`src/rtl/frame_renderer.sv`:
```
// rtl/frame_renderer.sv - tile map and sprite renderer producing VGA raster with 2-stage pixel pipeline
module frame_renderer #(
  parameter int BDR             = 0,
  parameter int SKY             = 1,
  parameter int BLK             = 2,
  parameter int GND             = 3,
  parameter int TKN             = 4,
  parameter int CK1             = 5,
  parameter int CK2             = 6,
  parameter int CHARACTER_WIDTH = 42,
  parameter int BLOCK_WIDTH     = 40,
  parameter int SCREEN_WIDTH    = 640,
  parameter int SCREEN_HEIGHT   = 480,
  parameter int H_FRONT         = 16,
  parameter int H_SYNC          = 96,
  parameter int H_BACK          = 48,
  parameter int V_FRONT         = 10,
  parameter int V_SYNC          = 2,
  parameter int V_BACK          = 33
) (
  input  logic                     vga_clock,
  input  logic                     reset,
  input  logic [11:0][16:0][7:0]   background,
  input  logic signed [31:0]       mario_x,
  input  logic signed [31:0]       mario_y,
  input  logic signed [31:0]       goomba_x,
  input  logic signed [31:0]       goomba_y,
  input  logic signed [31:0]       goomba_2x,
  input  logic signed [31:0]       goomba_2y,
  output logic [11:0]              rgb,
  output logic                     hsync,
  output logic                     vsync,
  output logic                     frame_start
);

  localparam int H_TOTAL = SCREEN_WIDTH + H_FRONT + H_SYNC + H_BACK;
  localparam int V_TOTAL = SCREEN_HEIGHT + V_FRONT + V_SYNC + V_BACK;

  localparam logic [9:0] H_LAST   = 10'(H_TOTAL - 1);
  localparam logic [9:0] V_LAST   = 10'(V_TOTAL - 1);
  localparam logic [9:0] H_VIS    = 10'(SCREEN_WIDTH);
  localparam logic [9:0] V_VIS    = 10'(SCREEN_HEIGHT);
  localparam logic [9:0] HS_START = 10'(SCREEN_WIDTH + H_FRONT);
  localparam logic [9:0] HS_END   = 10'(SCREEN_WIDTH + H_FRONT + H_SYNC);
  localparam logic [9:0] VS_START = 10'(SCREEN_HEIGHT + V_FRONT);
  localparam logic [9:0] VS_END   = 10'(SCREEN_HEIGHT + V_FRONT + V_SYNC);
  localparam logic [9:0] BW       = 10'(BLOCK_WIDTH);

  localparam logic signed [31:0] SPR_W    = 32'(CHARACTER_WIDTH);
  localparam logic signed [31:0] OFF_SCRN = 32'sd1000;

  // Square hit test in signed pixel space; off-screen corners clip naturally.
  function automatic logic sprite_hit(input logic signed [31:0] x, input logic signed [31:0] y,
                                      input logic signed [31:0] h, input logic signed [31:0] v);
    return (x <= h) && (h < x + SPR_W) && (y <= v) && (v < y + SPR_W);
  endfunction

  // Raster counters
  logic [9:0] hcount_q, hcount_d;
  logic [9:0] vcount_q, vcount_d;

  // Per-frame sprite snapshot
  logic signed [31:0] mario_x_q, mario_y_q, goomba_x_q, goomba_y_q, goomba_2x_q, goomba_2y_q;
  logic               frame_start_q;

  // Stage 1 registers
  logic       valid1_q;
  logic       visible1_q;
  logic       hsync1_q;
  logic       vsync1_q;
  logic [7:0] tile1_q;
  logic       mario_hit1_q;
  logic       goomba_hit1_q;

  // Stage 2 registers
  logic [11:0] rgb_q, rgb_d;
  logic        hsync_q;
  logic        vsync_q;

  // Stage 0 terms
  logic               visible0;
  logic               hsync0;
  logic               vsync0;
  logic               snap_now;
  logic signed [31:0] h_pos;
  logic signed [31:0] v_pos;
  logic [9:0]         col_full;
  logic [9:0]         row_full;
  logic [4:0]         col_idx;
  logic [3:0]         row_idx;
  logic [7:0]         tile_d;

  assign visible0 = (hcount_q < H_VIS) && (vcount_q < V_VIS);
  assign hsync0   = !((hcount_q >= HS_START) && (hcount_q < HS_END));
  assign vsync0   = !((vcount_q >= VS_START) && (vcount_q < VS_END));
  assign snap_now = (hcount_q == 10'd0) && (vcount_q == V_VIS);
  assign h_pos    = signed'({22'd0, hcount_q});
  assign v_pos    = signed'({22'd0, vcount_q});

  // Next raster position: wrap at end of line, then at end of frame
  always_comb begin
    hcount_d = hcount_q + 10'd1;
    vcount_d = vcount_q;
    if (hcount_q == H_LAST) begin
      hcount_d = 10'd0;
      vcount_d = (vcount_q == V_LAST) ? 10'd0 : vcount_q + 10'd1;
    end
  end

  // Tile address; clamped in blanking so the index stays inside the map (result is unused there)
  always_comb begin
    col_full = hcount_q / BW;
    row_full = vcount_q / BW;
    col_idx  = (col_full > 10'd16) ? 5'd0 : 5'd16 - col_full[4:0];
    row_idx  = (row_full > 10'd11) ? 4'd0 : 4'd11 - row_full[3:0];
    tile_d   = background[row_idx][col_idx];
  end

  // Raster counter register
  always_ff @(posedge vga_clock) begin
    if (reset) begin
      hcount_q <= 10'd0;
      vcount_q <= 10'd0;
    end else begin
      hcount_q <= hcount_d;
      vcount_q <= vcount_d;
    end
  end

  // Sprite snapshot at the first blank line so a frame never shows a half-moved sprite
  always_ff @(posedge vga_clock) begin
    if (reset) begin
      mario_x_q     <= OFF_SCRN;
      mario_y_q     <= OFF_SCRN;
      goomba_x_q    <= OFF_SCRN;
      goomba_y_q    <= OFF_SCRN;
      goomba_2x_q   <= OFF_SCRN;
      goomba_2y_q   <= OFF_SCRN;
      frame_start_q <= 1'b0;
    end else begin
      frame_start_q <= snap_now;
      if (snap_now) begin
        mario_x_q   <= mario_x;
        mario_y_q   <= mario_y;
        goomba_x_q  <= goomba_x;
        goomba_y_q  <= goomba_y;
        goomba_2x_q <= goomba_2x;
        goomba_2y_q <= goomba_2y;
      end
    end
  end

  // Stage 1: tile lookup, sprite hits, sync carried alongside
  always_ff @(posedge vga_clock) begin
    if (reset) begin
      valid1_q      <= 1'b0;
      visible1_q    <= 1'b0;
      hsync1_q      <= 1'b1;
      vsync1_q      <= 1'b1;
      tile1_q       <= 8'd0;
      mario_hit1_q  <= 1'b0;
      goomba_hit1_q <= 1'b0;
    end else begin
      valid1_q      <= 1'b1;
      visible1_q    <= visible0;
      hsync1_q      <= hsync0;
      vsync1_q      <= vsync0;
      tile1_q       <= tile_d;
      mario_hit1_q  <= sprite_hit(mario_x_q, mario_y_q, h_pos, v_pos);
      goomba_hit1_q <= sprite_hit(goomba_x_q, goomba_y_q, h_pos, v_pos) ||
                       sprite_hit(goomba_2x_q, goomba_2y_q, h_pos, v_pos);
    end
  end

  // Colour selection: blanking, then mario, then goombas, then tile palette
  always_comb begin
    rgb_d = 12'h000;
    if (valid1_q && visible1_q) begin
      if (mario_hit1_q) begin
        rgb_d = 12'hF00;
      end else if (goomba_hit1_q) begin
        rgb_d = 12'h840;
      end else begin
        case (tile1_q)
          8'(BDR): rgb_d = 12'h000;
          8'(SKY): rgb_d = 12'h5AF;
          8'(BLK): rgb_d = 12'hA52;
          8'(GND): rgb_d = 12'h630;
          8'(TKN): rgb_d = 12'hFD0;
          8'(CK1): rgb_d = 12'hFFF;
          8'(CK2): rgb_d = 12'h888;
          default: rgb_d = 12'hF0F;
        endcase
      end
    end
  end

  // Stage 2: output registers, sync delayed to match the pixel
  always_ff @(posedge vga_clock) begin
    if (reset) begin
      rgb_q   <= 12'h000;
      hsync_q <= 1'b1;
      vsync_q <= 1'b1;
    end else begin
      rgb_q   <= rgb_d;
      hsync_q <= valid1_q ? hsync1_q : 1'b1;
      vsync_q <= valid1_q ? vsync1_q : 1'b1;
    end
  end

  assign rgb         = rgb_q;
  assign hsync       = hsync_q;
  assign vsync       = vsync_q;
  assign frame_start = frame_start_q;

endmodule

```
`config.mk`:
```
export PLATFORM = sky130hd
export DESIGN_NAME = frame_renderer
export DESIGN_NICKNAME = d
export VERILOG_FILES = /design/src/rtl/frame_renderer.sv
export SDC_FILE = /design/constraint.sdc
export NUM_CORES = 2
export LEC_CHECK = 0
export CORE_AREA = 4 4 725 727
export DETAILED_ROUTE_END_ITERATION = 10
export DIE_AREA = 0 0 729 731
export HOLD_SLACK_MARGIN = 0.03
export PLACE_DENSITY = 0.3
export SLEW_MARGIN = 20
export SYNTH_ARGS = -nofsm -noshare
export SYNTH_HDL_FRONTEND = slang
export SYNTH_SLANG_ARGS = --single-unit
export TNS_END_PERCENT = 5
```
`constraint.sdc`:
```
create_clock -name vga_clock -period 4.6 [get_ports vga_clock]
set_clock_uncertainty 0.05 [all_clocks]
set_input_delay 0.92 -clock vga_clock [delete_from_list [all_inputs] [get_ports vga_clock]]
set_output_delay 0.92 -clock vga_clock [all_outputs]
set_load 0.02 [all_outputs]
```
==> flow_summary_export.csv <==
group,metric,value,unit
critical_path,crit_fanout,8,
sta,period_share,104,%
route,ant_nets,1,
floorplan,dieArea,533000,sq um
route,drc_errors,0,
floorplan,initial_core_util,5.92,%
global_route,grt_pass1_wl,641,mm
logic_synthesis,yosysTopAreaCell,"dfxtp_1",
clock_network,path_clk_slew,0.06,ns
logic_synthesis,synth_edf_count,0,
clock_network,clkLatencyLatePin,0.67,ns
pwr,ir_drop,0.244,mV
clock_network,ctsLongestPathBuffers,3,
pwr,power_density,120,nW/um^2
pwr,power.total,8300,uW
run,maxCapViolations,0,
route,route.vias.total,51200,
logic_synthesis,synth.area.top_cells,"dfxtp_1 16%, nand2_1 15%, a21oi_1 5.8%, mux2i_1 5.6%, ha_1 5.4%",
logic_synthesis,synth_top_area_share,15.6,%
logic_synthesis,synth_fp_nets,6790,
critical_path,critPathCaptureType,"register",
global_route,first_global_vias,50100,
clock_network,root_buffer,"clkbuf_16",
logic_synthesis,ys_seq_area_share,15.6,%
placement,gp_congestion,0.942,
logic_synthesis,synthCells,4831,
min_path,worstHoldPathType,"reg2reg",
sta,fin_ws,-0.162,ns
sta,rsz0062_at_grt,"yes",
global_route,grt_max_degree,130,
final_layout,fin_cells,14400,
placement,pre_cts_slack,-1.46,ns
placement,placedCellCount,14000,
placement,port-buffer-count,1840,
clock_network,tritoncts,"done",
pwr,power.static_leakage,0.0238,uW
final_layout,nNetsFinal,9162,
status,violations,"antenna rules, setup timing",
floorplan,core,520000,sq um
logic_synthesis,async_flop_share,0,%
logic_synthesis,yosys_warnings,0,
critical_path,reg2reg_slack,-0.16,ns
sta,setup_violations,5,
logic_synthesis,syn_area,30800,sq um
status,status,"finished with violations",
sta,max_freq,0.210,GHz
final_layout,drive_above_1_share,17.2,%
clock_network,cts.sinks,240,
sta,post-route-min-period,4.76,ns
logic_synthesis,synthFlopType,"dfxtp_1",
sta,report.final.slew_viol_count,0,
sta,tightest_slew,1.01,ns
floorplan,die_w,729,um
clock_network,cts_max_level,2,
critical_path,worstSetupPathType,"reg2reg",
route,wl_per_cell,37.0,um
critical_path,worst_ep_required_time,5.04,ns
sta,final_hold_viol_count,0,
floorplan,io-pin-count,1841,
logic_synthesis,synth_cell_types,83,
critical_path,worstPathArrival,5.20,ns
route,drtIter0Drc,4271,
critical_path,cp-start-kind,"register",
logic_synthesis,synth_seq_cells,240,
clock_network,cts_made_buffers,40,
logic_synthesis,avgSynthCellArea,6.37,sq um
global_route,grt_use_total,19.1,%
sta,max_slew_margin,32.5,%
floorplan,fp.dieH,731,um
placement,hpwl,475,mm
global_route,grt.overflow.total,0,
route,vias_per_cell,3.55,
route,firstDrtPassIters,5,
floorplan,rows,265,
global_route,antenna_found_initial,496,
route,wl,535,mm
final_layout,area_growth,124,%
-- cells in the final DEF (no fill, tap or decap), types with 22 or more instances in the layout --
cell type        instances
xor2_1                  33
nor2_1                 211
diode_2                253
buf_12                 153
o32ai_1                 28
o21a_1                  48
nand4_1                 67
buf_6                   51
nor4_1                  47
nand2b_1                23
a221oi_1                24
o22ai_1                 86
clkdlybuf4s50_1       1839
inv_1                   43
nor3_2                  22
a31oi_1                 92
o211ai_1                54
o31a_1                  23
a21o_1                  43
o221ai_1                38
or3_1                   50
nand2_1               1199
a21oi_1                342
ha_1                   130
buf_4                  686
nand3_1                234
dfxtp_1                230
mux2i_1                161
a221o_1                 23
clkbuf_16               40
o21ai_0                128
a311oi_1                61
xnor2_1                 68
nor3_1                 260
a211oi_1                49
and3_1                 139
-- synth_stat cells (22+ instances only) --
cell,n
a211oi_1,61
a21o_1,45
a21oi_1,355
a221o_1,23
a221oi_1,26
a22oi_1,22
a311oi_1,65
a31oi_1,105
a32oi_1,23
and3_1,142
buf_1,50
buf_2,93
clkbuf_1,264
dfxtp_1,240
ha_1,133
inv_1,49
mux2i_1,173
nand2_1,1219
nand2b_1,26
nand3_1,241
nand4_1,67
nor2_1,225
nor2b_1,22
nor3_1,284
nor4_1,49
o211ai_1,54
o21a_1,48
o21ai_0,149
o221ai_1,40
o22ai_1,97
o31a_1,23
o32ai_1,32
or3_1,52
xnor2_1,68
xor2_1,33
-- what timing repair did --
item / in CTS / in global routing
pin swaps: 73 / 15
buffers inserted: 73 / 5
hold buffers: 0 / 0
setup endpoints to repair: 8 / 8
gates resized for setup: 284 / 40
cloned: 7 / 0
-- worst max-delay path, stage by stage, from the launching register on --
cell     delay, ns
dfxtp_4       0.44
mux2_4        0.32
a22oi_2       0.18
o21a_4        0.19
inv_6         0.05
and4_4        0.15
nor3_4        0.27
buf_12        0.19
buf_12        0.16
buf_4         0.17
buf_4         0.14
mux2i_2       0.25
buf_4         0.22
o32ai_1       0.12
a21oi_2       0.22
o21ai_2       0.10
buf_4         0.17
a21oi_4       0.15
buf_6         0.14
nand4_1       0.31
buf_4         0.29
a221o_1       0.28
-- state kept, by name, summed over array words and instances, names as in the netlist, 8 cells and up --
| register | count |
|---|---|
| tile1_q | 8 |
| goomba_y_q | 32 |
| goomba_2y_q | 32 |
| goomba_2x_q | 32 |
| goomba_x_q | 32 |
| hcount_q | 10 |
| rgb | 11 |
| mario_x_q | 32 |
| mario_y_q | 32 |
| vcount_q | 10 |
-- routing by layer --
metal	vias to the layer above	wire length (um)	global-route usage (%)
met1	24800	213000	22.4
met4	220	24700	9.23
met3	833	50200	7.23
met5	-	1390	0
li1	22800	-	-
met2	2555	245000	30.5
-- kinds of logic (layout without fill, tap and decap cells) --
logic type	after synthesis	count (layout)	synth area share, %
flip-flops	240	240	15.6
buffers and inverters	476	2880	6.37
AND/OR/NAND/NOR	2390	2390	35.0
XOR/XNOR	101	101	2.87
other	0	253	0
AO/OA/AOI/OAI	1297	1297	28.3
multiplexers	194	194	6.41
adder cells (fa/ha/maj)	133	133	5.41
-- worst paths after layout --
kind,from,end,cells after the start
min,goomba_x_q[17]$_SDFFE_PP0P_,goomba_x_q[17]$_SDFFE_PP0P_,2
min reg2reg,goomba_x_q[17]$_SDFFE_PP0P_,goomba_x_q[17]$_SDFFE_PP0P_,2
max reg2reg,vcount_q[6]$_SDFFE_PP0P_,tile1_q[4]$_SDFF_PP0_,21
max,vcount_q[6]$_SDFFE_PP0P_,tile1_q[4]$_SDFF_PP0_,21
-- area by class of cell --
cell class	count	area (sq um)
antenna	253	633
clock buffer	53	1120
clock inverter	21	288
fill	60300	451000
inverter	55	223
multi-input combinational	4115	25400
sequential	240	4830
tap	6942	8690
timing repair buffer	2751	27700
-- power by group --
| group | switching [uW] | internal [uW] | leakage (uW) | total (uW) |
|---|---|---|---|---|
| logic | 1080 | 1730 | 0.0212 | 2810 |
| clock network | 1420 | 1960 | 0.000681 | 3390 |
| registers | 11.2 | 2090 | 0.00195 | 2100 |
| total | 2520 | 5780 | 0.0238 | 8300 |
-- per-stage QoR --
stage               setup TNS (ns)  instance area (sq um)  utilization [%]  hold WS, ns
floorplan                        0                  30800                -        0.336
global placement             -8.78                  64600             12.4        0.423
detailed placement           -7.56                  64600             12.4        0.426
CTS                         -0.259                  68000             13.1        0.435
global route                 -1.01                  68700             13.2        0.450
finish                      -0.400                  68900             13.3        0.432
No activity file was read; power rests on OpenSTA's default activity.
